## config.mk

```make
export PLATFORM = sky130hd
export DESIGN_NAME = router_fifo
export DESIGN_NICKNAME = d
export VERILOG_FILES = /design/src/rtl/router_fifo.sv
export SDC_FILE = /design/constraint.sdc
export NUM_CORES = 1
export LEC_CHECK = 0
export CORE_MARGIN = 1.5
export CORE_UTILIZATION = 45
export DETAILED_ROUTE_END_ITERATION = 10
export PLACE_DENSITY = 0.68
export SETUP_SLACK_MARGIN = 0.3
export SYNTH_ARGS = -nofsm -noshare
export SYNTH_HDL_FRONTEND = slang
export SYNTH_SLANG_ARGS = --single-unit
```

## constraint.sdc

```tcl
create_clock -name clk -period 3.3 [get_ports clk]
set_clock_uncertainty 0.15 [all_clocks]
set_input_delay 0.66 -clock clk [delete_from_list [all_inputs] [get_ports clk]]
set_output_delay 0.66 -clock clk [all_outputs]
set_load 0.02 [all_outputs]
```

## src/rtl/router_fifo.sv

```systemverilog
// router_fifo
// Output buffer for one destination port of the 1x3 router. Bytes from
// router_syn are stored together with a header-tag bit marking the first byte
// of each packet. The destination drains them with read_enb. A packet counter
// tracks how many bytes of the packet currently being read are still to come.
// full/empty are reported back to router_syn, and soft_reset flushes the buffer.

module router_fifo #(
    parameter int WIDTH = 8,
    parameter int DEPTH = 16,
    parameter int AW    = 4
) (
    input  logic             clk,
    input  logic             rst,
    input  logic             soft_reset,
    input  logic             write_enb,
    input  logic             lfd_state,
    input  logic [WIDTH-1:0] data_in,
    input  logic             read_enb,
    output logic [WIDTH-1:0] data_out,
    output logic             full,
    output logic             empty,
    output logic             pkt_busy
);

    // Stored word: tag bit on top, payload byte below.
    localparam int TW = WIDTH + 1;
    // Width of the packet counter, which is also the width of the header
    // length field taken from the top of the header byte.
    localparam int PW = 6;
    localparam logic [AW:0] FULL_CNT = (AW + 1)'(DEPTH);

    logic [TW-1:0]    mem_q [DEPTH];

    logic [AW-1:0]    wr_ptr_q,   wr_ptr_d;
    logic [AW-1:0]    rd_ptr_q,   rd_ptr_d;
    logic [AW:0]      count_q,    count_d;
    logic [WIDTH-1:0] data_out_q, data_out_d;
    logic [PW-1:0]    pkt_cnt_q,  pkt_cnt_d;

    logic             full_s;
    logic             empty_s;
    logic             wr_acc_s;
    logic             rd_acc_s;
    logic [TW-1:0]    rd_word_s;

    // Status flags and transfer qualifiers. full is evaluated against the
    // count before any read in this cycle, so a write to a full buffer is
    // dropped even when a read happens at the same edge; likewise a read of
    // an empty buffer is ignored even alongside a write (no fall-through).
    // soft_reset suppresses both transfers in its cycle.
    always_comb begin
        full_s    = (count_q == FULL_CNT);
        empty_s   = (count_q == {(AW + 1){1'b0}});
        wr_acc_s  = write_enb && !full_s && !soft_reset;
        rd_acc_s  = read_enb  && !empty_s && !soft_reset;
        rd_word_s = mem_q[rd_ptr_q];
    end

    // Next-state computation for pointers, occupancy, read data and packet count.
    always_comb begin
        wr_ptr_d   = wr_ptr_q;
        rd_ptr_d   = rd_ptr_q;
        count_d    = count_q;
        data_out_d = data_out_q;
        pkt_cnt_d  = pkt_cnt_q;

        if (soft_reset) begin
            wr_ptr_d   = {AW{1'b0}};
            rd_ptr_d   = {AW{1'b0}};
            count_d    = {(AW + 1){1'b0}};
            data_out_d = {WIDTH{1'b0}};
            pkt_cnt_d  = {PW{1'b0}};
        end else begin
            if (wr_acc_s) begin
                wr_ptr_d = wr_ptr_q + AW'(1);
            end else begin
                wr_ptr_d = wr_ptr_q;
            end

            if (rd_acc_s) begin
                rd_ptr_d   = rd_ptr_q + AW'(1);
                data_out_d = rd_word_s[WIDTH-1:0];
                if (rd_word_s[WIDTH]) begin
                    // Header: payload length plus the trailing parity byte.
                    // A new header always reloads, even mid-packet.
                    pkt_cnt_d = rd_word_s[WIDTH-1 -: PW] + PW'(1);
                end else if (pkt_cnt_q != {PW{1'b0}}) begin
                    pkt_cnt_d = pkt_cnt_q - PW'(1);
                end else begin
                    // Malformed stream: stay at zero rather than underflow.
                    pkt_cnt_d = {PW{1'b0}};
                end
            end else begin
                rd_ptr_d   = rd_ptr_q;
                data_out_d = data_out_q;
                pkt_cnt_d  = pkt_cnt_q;
            end

            case ({wr_acc_s, rd_acc_s})
                2'b10:   count_d = count_q + (AW + 1)'(1);
                2'b01:   count_d = count_q - (AW + 1)'(1);
                2'b11:   count_d = count_q;
                2'b00:   count_d = count_q;
                default: count_d = count_q;
            endcase
        end
    end

    // Control state registers with asynchronous clear.
    always_ff @(posedge clk or posedge rst) begin
        if (rst) begin
            wr_ptr_q   <= {AW{1'b0}};
            rd_ptr_q   <= {AW{1'b0}};
            count_q    <= {(AW + 1){1'b0}};
            data_out_q <= {WIDTH{1'b0}};
            pkt_cnt_q  <= {PW{1'b0}};
        end else begin
            wr_ptr_q   <= wr_ptr_d;
            rd_ptr_q   <= rd_ptr_d;
            count_q    <= count_d;
            data_out_q <= data_out_d;
            pkt_cnt_q  <= pkt_cnt_d;
        end
    end

    // Storage array; contents after reset are irrelevant, so it is not cleared.
    always_ff @(posedge clk) begin
        if (wr_acc_s) begin
            mem_q[wr_ptr_q] <= {lfd_state, data_in};
        end
    end

    assign data_out = data_out_q;
    assign full     = full_s;
    assign empty    = empty_s;
    assign pkt_busy = (pkt_cnt_q != {PW{1'b0}});

endmodule

```

==> flow_summary.rst <==
.. list-table::
   :header-rows: 1

   * - Metric
     - Value
   * - Worst path arrival time
     - 2.10 ns
   * - Level count of the clock H-tree
     - 4
   * - Critical setup path kind
     - flip-flop to output pin
   * - First-pass iteration count of the detailed router
     - 6
   * - Count of final max-slew check failures
     - 0
   * - Worst slew slack as a fraction of its limit
     - 60.4%
   * - Wire length of the first global-routing pass
     - 22.5 mm
   * - Sum of negative setup slack
     - 0 ns
   * - Share of total power consumed by net switching
     - 24.9%
   * - Library cell used as clock root buffer
     - sky130_fd_sc_hd__clkbuf_16
   * - Max-capacitance violation count
     - 0
   * - Floorplan die area
     - 0.0168 mm^2
   * - Sequential share of the synthesized area
     - 69.5%
   * - Average detailed-routed wire length per instance
     - 19.8 um
   * - Clock tree buffer depth
     - 2
   * - Area of the multi-input gates
     - 0.00207 mm^2
   * - Least-Margin Pin Slew
     - 0.592 ns
   * - Antenna-violating nets left
     - 0
   * - Crit Path Max Fanout
     - 7
   * - Async set or reset register ratio after synthesis
     - 15.8%
   * - Total CTS buffers
     - 17
   * - Switching power
     - 1.23 mW
   * - Number of register bits inferred by synthesis
     - 171
   * - Dpl cells
     - 687
   * - Number of antenna violations at the first check in global routing
     - 0
   * - Starting density of the core
     - 45.6%
   * - Pin count of the biggest net entering global routing
     - 28
   * - Clock transition at the registers of the reported paths
     - 0.06 ns
   * - Worst Setup SP
     - count_q[2]
   * - Number of fill cells in the layout
     - 1,309
   * - Insertion delay to the later sink of the worst-skew pair
     - 0.42 ns
   * - Peak supply drop
     - 0.388 mV
   * - Sequential standard cell area
     - 0.00500 mm^2
   * - Sequential cell fraction of total power
     - 49.8%
   * - Top cell type's share of synthesized area
     - 60.1%
   * - Count of endpoints failing setup in the final report
     - 0
   * - GRT overflow
     - 0
   * - Total clock sinks
     - 171
   * - Vias in the first global route
     - 4,049
   * - Min cycle time layout
     - 2.91 ns
   * - Placement row count
     - 46
   * - Drt initial violations
     - 230
   * - Data required time of the critical path
     - 2.49 ns
   * - Power Density
     - 585 mW/mm^2
   * - Number of buffers added on ports
     - 24
   * - Final period util
     - 88.3%
   * - Crit path setup slack, layout
     - 0.386 ns
   * - Maximum clock frequency
     - 0.343 GHz
   * - Hold Crit Class
     - flip-flop to flip-flop
   * - Internal portion of total power
     - 3.70 mW
   * - Mean number of vias per cell
     - 5.53
   * - Critical path launch point type
     - flip-flop
   * - Most repeated cell in the gate-level netlist after synthesis
     - sky130_fd_sc_hd__edfxtp_1
   * - Most numerous cell types in the synthesized netlist
     - sky130_fd_sc_hd__edfxtp_1, sky130_fd_sc_hd__nor2_1, sky130_fd_sc_hd__nand2_1
   * - Hold Startpoint
     - data_out[0]
   * - Synth Flop Type
     - sky130_fd_sc_hd__edfxtp_1
   * - Clock tree from TritonCTS
     - done
   * - Cell count after synthesis
     - 437
   * - Top area cells in the synthesized netlist
     - sky130_fd_sc_hd__edfxtp_1, sky130_fd_sc_hd__dfrtp_1, sky130_fd_sc_hd__mux4_2
   * - Post-layout instance count excluding filler cells
     - 722
   * - Die outline width
     - 129 um
   * - Worst slack at placement
     - 0.185 ns
   * - Nets
     - 520
   * - Logic gate share of total power
     - 15.3%
   * - Antenna diodes
     - 0
   * - Relative contribution of the clock network to total power
     - 34.9%
   * - YS warnings
     - 0
   * - Gr usage total
     - 18.7%
   * - Status
     - completed
   * - Placed wire-length estimate
     - 9.48 mm
   * - Setup repair after global routing missed its margin
     - true
   * - Synthesized net count
     - 463
   * - Static Leak
     - 2.88 nW
   * - Count of unresolved DRC violations after routing
     - 0
   * - Post-Syn Area
     - 0.00720 mm^2
   * - Die Span Y
     - 129 um
   * - Layout cells sized above 1
     - 20.2%
   * - Boundary pin count
     - 25
   * - Worst setup EP type
     - output pin
   * - Gpl congestion
     - 0.780
   * - Via count of the routed design
     - 3,993
   * - Drt total wl
     - 14.3 mm
   * - Total core area
     - 0.0158 mm^2
   * - Number of distinct standard cells referenced by the synthesized netlist
     - 47
   * - Endpoints failing hold
     - 0
   * - Area added between synthesis and finish
     - 16.9%
   * - Number of enable-type register cells in the synthesized netlist
     - 144
   * - Worst reg2reg path startpoint
     - count_q[2]
   * - Cell taking the most area after synthesis
     - sky130_fd_sc_hd__edfxtp_1
   * - Mean instance size in the synthesized netlist
     - 16.5 um^2
==> power by group through the flow <==
| stage | logic [mW] | clock network, mW | registers, mW |
|---|---|---|---|
| global placement | 0.727 | 0 | 2.49 |
| global route | 0.823 | 1.85 | 2.46 |
| floorplan | 0.534 | 0 | 2.48 |
| finish | 0.753 | 1.72 | 2.45 |
| detailed placement | 0.743 | 0 | 2.50 |
| CTS | 0.745 | 1.76 | 2.45 |
==> registers in the layout (all words and copies together) (netlist names) <==
| name | cells |
|---|---|
| wr_ptr_q | 4 |
| pkt_cnt_q | 6 |
| data_out | 8 |
| mem_q | 144 |
| count_q | 5 |
| rd_ptr_q | 4 |
==> area by class of cell <==
| cell class | count | share of cell area, % |
|---|---|---|
| flip-flops and latches | 171 | 59.5 |
| multi-input cells | 235 | 24.7 |
| repair buffers | 59 | 6.14 |
| clock buffers | 18 | 5.10 |
| well taps | 216 | 3.21 |
| clock inverters | 13 | 0.952 |
| inverters | 10 | 0.446 |
==> worst max-delay path, stage by stage (launching register included) <==
cell	delay [ns]
sky130_fd_sc_hd__dfrtp_2	0.44
sky130_fd_sc_hd__or4_4	0.54
sky130_fd_sc_hd__nor2_4	0.10
sky130_fd_sc_hd__clkdlybuf4s50_1	0.60
==> cell families after synthesis <==
group / share of synthesized area [%]
compound gates: 5.34
xor+xnor: 1.70
fa+ha+maj: 2.09
buf+inv: 2.30
flops: 69.5
simple gates: 6.56
mux: 12.5
==> through the flow <==
stage | util (%) | cell area (um^2) | power [mW] | hold slack (ns)
floorplan | - | 7230 | 3.02 | 0.369
global placement | 49.7 | 7840 | 3.22 | 0.363
detailed placement | 49.7 | 7840 | 3.24 | 0.366
CTS | 53.0 | 8350 | 4.96 | 0.374
global route | 53.3 | 8410 | 5.13 | 0.407
finish | 53.3 | 8410 | 4.92 | 0.371
==> timing repair <==
item / 4_1_cts / 5_1_grt
pin swaps: 0 / 6
hold buffers: 0 / 0
setup endpoints to repair: 2 / 4
gates resized for setup: 2 / 6
buffers inserted: 0 / 4
==> path summary, 6_finish.rpt <==
| path | end | slack, ns | depth (start not counted) |
|---|---|---|---|
| hold / removal | data_out[0] | 0.37 | 2 |
| setup reg to reg | count_q[4] | 0.39 | 12 |
| hold reg to reg | data_out[0] | 0.37 | 2 |
| setup / recovery | full | 0.39 | 3 |
| min in group asynchronous | wr_ptr_q[0] | 0.46 | 3 |
| max in group asynchronous | rd_ptr_q[0] | 2.25 | 3 |
==> layer usage <==
| layer | up-vias | wire length, um | global-route usage [%] |
|---|---|---|---|
| li1 | 1807 | - | - |
| met1 | 2064 | 6260 | 24.7 |
| met2 | 99 | 7020 | 30.7 |
| met3 | 23 | 737 | 4.29 |
| met4 | 0 | 271 | 6.41 |
| met5 | - | 0 | 0 |
==> cells in the final DEF, fill, tap and decap left out, drive strengths merged, types with 12 or more instances in the layout <==
master,instances
clkbuf,18
edfxtp,144
dfrtp,27
nand2,31
a21oi,18
ha,12
buf,35
nor2,44
mux4,33
mux2i,14
clkdlybuf4s50,22
Power figures use the tool's default switching activity.
